[src/rtl/round_sequencer.sv]
// round_sequencer
// Sequences the five datapath stages of one permutation round in the fixed
// order CP, RO, PE, RE, RC, repeated for NUM_ROUNDS rounds. Each stage gets a
// one-cycle start pulse in its GO state. The sequencer then sits in the
// stage's WAIT state until that stage's finish arrives.
// All outputs are decoded from the state register only, so there is no
// combinational path from any input to any output.
// Optional per-stage watchdog: define ROUND_SEQUENCER_TIMEOUT_EN.
module round_sequencer #(
  parameter int unsigned NUM_ROUNDS     = 24,
  parameter int unsigned TIMEOUT_CYCLES = 255
) (
  input  logic       clk,
  input  logic       rst,
  input  logic       start,
  output logic       CP_start,
  output logic       RO_start,
  output logic       PE_start,
  output logic       RE_start,
  output logic       RC_start,
  input  logic       CP_finish,
  input  logic       RO_finish,
  input  logic       PE_finish,
  input  logic       RE_finish,
  input  logic       RC_finish,
  output logic [5:0] iteration,
  output logic       busy,
  output logic       finish,
  output logic       error
);

  typedef enum logic [3:0] {
    IDLE, CP_GO, CP_WAIT, RO_GO, RO_WAIT, PE_GO, PE_WAIT,
    RE_GO, RE_WAIT, RC_GO, RC_WAIT, DONE, ERROR
  } state_e;

  localparam logic [5:0] LAST_ROUND = 6'(NUM_ROUNDS - 1);

  // Reject out-of-range parameters at elaboration time.
  if (NUM_ROUNDS < 1 || NUM_ROUNDS > 63 ||
      TIMEOUT_CYCLES < 1 || TIMEOUT_CYCLES > 255) begin : g_param_check
    $error("round_sequencer: NUM_ROUNDS or TIMEOUT_CYCLES out of range");
  end

  state_e     state_q, state_d;
  logic [5:0] iteration_q, iteration_d;
  logic       stage_done;

`ifdef ROUND_SEQUENCER_TIMEOUT_EN
  localparam logic [7:0] TIMEOUT_LIMIT = 8'(TIMEOUT_CYCLES);

  logic [7:0] wd_q, wd_d;
  logic       in_go;
  logic       in_wait;

  assign in_go   = state_q inside {CP_GO, RO_GO, PE_GO, RE_GO, RC_GO};
  assign in_wait = state_q inside {CP_WAIT, RO_WAIT, PE_WAIT, RE_WAIT, RC_WAIT};
`endif

  // A WAIT state completes only on the finish of its own stage.
  // Finishes from other stages, or arriving during GO, are ignored.
  always_comb begin
    stage_done = 1'b0;
    unique case (state_q)
      CP_WAIT: stage_done = CP_finish;
      RO_WAIT: stage_done = RO_finish;
      PE_WAIT: stage_done = PE_finish;
      RE_WAIT: stage_done = RE_finish;
      RC_WAIT: stage_done = RC_finish;
      default: stage_done = 1'b0;
    endcase
  end

  // Compute the next state, round index and watchdog count.
  always_comb begin
    // NOTE: every signal driven here gets a default first, so no path through the case can infer a latch.
    state_d     = state_q;
    iteration_d = iteration_q;
    unique case (state_q)
      IDLE, ERROR: begin
        // start is only looked at while not busy; a run is never queued.
        if (start) begin
          state_d     = CP_GO;
          iteration_d = '0;
        end
      end
      CP_GO:   state_d = CP_WAIT;
      CP_WAIT: if (stage_done) state_d = RO_GO;
      RO_GO:   state_d = RO_WAIT;
      RO_WAIT: if (stage_done) state_d = PE_GO;
      PE_GO:   state_d = PE_WAIT;
      PE_WAIT: if (stage_done) state_d = RE_GO;
      RE_GO:   state_d = RE_WAIT;
      RE_WAIT: if (stage_done) state_d = RC_GO;
      RC_GO:   state_d = RC_WAIT;
      RC_WAIT: begin
        if (stage_done) begin
          if (iteration_q < LAST_ROUND) begin
            iteration_d = iteration_q + 6'd1;
            state_d     = CP_GO;
          end else begin
            // The last round leaves iteration unchanged through DONE.
            state_d = DONE;
          end
        end
      end
      DONE: begin
        state_d     = IDLE;
        iteration_d = '0;
      end
      default: state_d = IDLE;
    endcase

`ifdef ROUND_SEQUENCER_TIMEOUT_EN
    // The watchdog counts WAIT cycles that lack the matching finish.
    // It is cleared in every GO state.
    wd_d = wd_q;
    if (in_go) begin
      wd_d = '0;
    end else if (in_wait && !stage_done) begin
      wd_d = wd_q + 8'd1;
      if (wd_d == TIMEOUT_LIMIT) state_d = ERROR;
    end
`endif
  end

  // Hold the state, round index and watchdog registers.
  always_ff @(posedge clk or negedge rst) begin
    // NOTE: sequential state uses non-blocking assignments so every flop samples pre-edge values.
    if (!rst) begin
      state_q     <= IDLE;
      iteration_q <= '0;
`ifdef ROUND_SEQUENCER_TIMEOUT_EN
      wd_q        <= '0;
`endif
    end else begin
      state_q     <= state_d;
      iteration_q <= iteration_d;
`ifdef ROUND_SEQUENCER_TIMEOUT_EN
      wd_q        <= wd_d;
`endif
    end
  end

  assign CP_start  = (state_q == CP_GO);
  assign RO_start  = (state_q == RO_GO);
  assign PE_start  = (state_q == PE_GO);
  assign RE_start  = (state_q == RE_GO);
  assign RC_start  = (state_q == RC_GO);
  assign iteration = iteration_q;
  assign busy      = (state_q != IDLE) && (state_q != ERROR);
  assign finish    = (state_q == DONE);

`ifdef ROUND_SEQUENCER_TIMEOUT_EN
  assign error = (state_q == ERROR);
`else
  assign error = 1'b0;
`endif

endmodule

[config.mk]
export PLATFORM = sky130hd
export DESIGN_NAME = round_sequencer
export DESIGN_NICKNAME = d
export VERILOG_FILES = /design/src/rtl/round_sequencer.sv
export SDC_FILE = /design/constraint.sdc
export NUM_CORES = 1
export LEC_CHECK = 0
export ABC_CLOCK_PERIOD_IN_PS = 2500
export BUFFER_PORTS_ARGS = -buffer_cell sky130_fd_sc_hd__buf_4
export CAP_MARGIN = 25
export CORE_AREA = 2 2 42 44
export CTS_CLUSTER_SIZE = 10
export DETAILED_ROUTE_END_ITERATION = 6
export DIE_AREA = 0 0 44 46
export GPL_TIMING_DRIVEN = 0
export HOLD_SLACK_MARGIN = 0.06
export PLACE_DENSITY = 0.88
export SLEW_MARGIN = 40
export SYNTH_ARGS = -nofsm -noshare
export SYNTH_HDL_FRONTEND = slang
export SYNTH_SLANG_ARGS = --single-unit
[constraint.sdc]
create_clock -name clk -period 2.5 [get_ports clk]
set_input_delay 0.25 -clock clk [delete_from_list [all_inputs] [get_ports clk]]
set_output_delay 0.25 -clock clk [all_outputs]
set_load 0.05 [all_outputs]
==> metrics.txt <==
pin count of the biggest net entering global routing=11; RSZ-0062 raised after global routing=no; Synth async-reset ratio=100%; Worst path depth=4; WS Path Type=reg2out; antenna violations before repair=0; Port Buffers=20; Die Y=46 µm; top cell type's share of synthesized area=31.8%; clk buf depth=2; GR Overflow Total=0; Syn Area/Cell=9.95 µm²; CP Capture Point=busy; Worst-path clk slew=0.07 ns; core area=1610 µm²; Critical Path, Cell by Cell=buf_6, xor2_2, or3_2, buf_4; DR pass1 iterations=5; outcome=finished, final reports clean; post-synthesis cell type count=38; min Tclk post-route=1.82 ns; Slew Limit Fails=0; peak supply drop=0.507 mV; Clock Sinks=10; global-route wire length before repair=2500 µm; maxcap violations=0; top_reg_cell synth=dfrtp_1; # rows=15; CP delay by family, top=simple AND/OR/NAND/NOR gates; Final nets=114; CP startpoint=state_q[3]$_DFFE_PN0P_; layout cells sized above 1=39.8%; Net Count, Synth=88; Seq/Total Area, Yosys=31.8%; final setup TNS=0 ns; CTS buffer count=3; DRC viols=0; routed wire length per instance=13.6 µm; top post-synthesis cells by count=dfrtp_1 (10), nor2_1 (7), nand2_1 (5), nand2b_1 (5); CTS Root Cell=clkbuf_4; reg2reg end=iteration[0]$_DFFE_PN0P_; worst setup margin=0.679 ns; cell area after synthesis=786 µm²; pre-CTS setup slack=0.781 ns; Routed WL=1630 µm; Synth Instances=79; Buf+Inv Stages, Crit Path=2; Setup crit start kind=flop; register-to-register setup slack=0.74 ns; layout overhead on the synthesized area=26.0%; die area=2020 µm²; leakage power=0.533 nW; R2R depth=5; leading area contributor after synthesis=dfrtp_1; Hold Crit Class=in2async; H-tree Lvls=1; number of global-route vias before repair=597; final core utilization=61.3%; setup violators final=0; synth warn=0; Via-to-Cell Ratio=5.76; number of I/O pins=22; Worst path slowest cell=or3_2; CP Capture Type=output pin; post-DP HPWL=1230 µm; Final Cycle Share=72.8%; Worst path max stage delay=0.41 ns; reg-to-reg startpoint=iteration[0]$_DFFE_PN0P_; DRT iter0 DRCs=33; CP arrival=1.57 ns; antenna viol nets, final=0; Worst EP required=2.25 ns; Power Density=1050 nW/µm²; post_cts resized=0; Fill cells=129; Final GP Congestion=0.792; Die W=44 µm; largest cells by area after synthesis=dfrtp_1 (32%), mux2i_1 (5.1%), buf_6 (4.3%), nand2b_1 (4.0%), nor2_1 (3.3%); FF+latch count, synth=10; CP Max Fanout=9; Final Hold Fails=0; Worst-Skew Late Latency=0.27 ns; GRT Total Usage=17.6%; CTS tree=done; ANT cells=0; Initial Utilization=48.7%; total number of vias=691; EDFF count, synth=0; Worst Clk Skew=0.00825 ns; most common cell in the netlist=dfrtp_1; Peak Freq=549 MHz
-- state kept, by name, summed over array words and instances (netlist names) --
signal     count
iteration      6
state_q        4
-- kinds of logic (layout without fill, tap and decap cells) --
family          after synthesis  in the layout  share of synthesized area [%]
other cells                   1              1                          0.477
mux                           6              6                           9.87
simple gates                 30             30                           23.7
xor+xnor                      1              1                           2.07
fa+ha+maj                     1              1                           1.59
compound gates               20             20                           22.0
flops                        10             10                           31.8
buf+inv                      10             34                           8.44
-- power by group --
| part | switching (W) | internal, W |
|---|---|---|
| Combinational | 0.000406 | 0.000282 |
| Sequential | 0.0000373 | 0.000202 |
| Clock | 0.0000577 | 0.0000557 |
| Total | 0.000501 | 0.000539 |
-- final cells by class --
| type | instances | area (µm²) | area share [%] |
|---|---|---|---|
| multi-input cells | 59 | 469 | 47.4 |
| inverters | 4 | 15.0 | 1.52 |
| flip-flops and latches | 10 | 250 | 25.3 |
| well taps | 17 | 21.3 | 2.15 |
| clock buffers | 3 | 22.5 | 2.28 |
| plain buffers | 6 | 51.3 | 5.18 |
| repair buffers | 21 | 160 | 16.2 |
-- cell usage in the layout, fill, tap and decap left out, drive strengths merged, types with 2 or more instances in the layout --
cell	instances
nor2	7
inv	4
buf	26
a21o	2
nand2b	5
nor3	2
nand3	2
o21ai	2
a21oi	4
mux2i	4
a41o	2
clkbuf	3
dfrtp	10
nand2	5
and3	3
-- routing by layer --
layer  GRT usage, %  vias to the layer above  part of all wire [%]
met4           14.5                        0                   3.0
met1           21.8                      322                    40
met3           2.38                        4                   7.5
met2           27.1                       34                    49
met5              0                        -                     0
li1               -                      331                     -
-- timing repair --
| action | in CTS | in global routing |
|---|---|---|
| hold endpoints to repair | 10 | 0 |
| buffers inserted | 0 | 0 |
| hold buffers | 1 | 0 |
-- metrics by stage --
stage	cells	hold WS [ns]	instance area, µm²	total power, W
6_report	120	0.336	990	0.00104
5_1_grt	120	0.365	990	0.00109
4_1_cts	120	0.339	990	0.00104
3_5_place_dp	116	0.0850	957	0.000927
3_3_place_gp	116	0.0847	957	0.000909
2_1_floorplan	79	-0.0456	786	0.000781
-- how the worst min path moves through the flow --
stage               cells past startpoint  slack, ns                        to  start
CTS                                     2       0.34  iteration[5]$_DFFE_PN0P_    rst
finish                                  2       0.34  iteration[5]$_DFFE_PN0P_    rst
floorplan                               0      -0.05  iteration[0]$_DFFE_PN0P_    rst
detailed placement                      1       0.09  iteration[2]$_DFFE_PN0P_    rst
global placement                        1       0.08  iteration[2]$_DFFE_PN0P_    rst
global route                            2       0.36    state_q[3]$_DFFE_PN0P_    rst
-- worst reg2reg max path, cell delays in order, from the launching register on --
cell and delay [ns]:
dfrtp_1 0.43, ha_1 0.27, a21o_1 0.23, a211oi_2 0.28, o22ai_2 0.16, mux2_4 0.28
(Power assumes the default switching activity.)
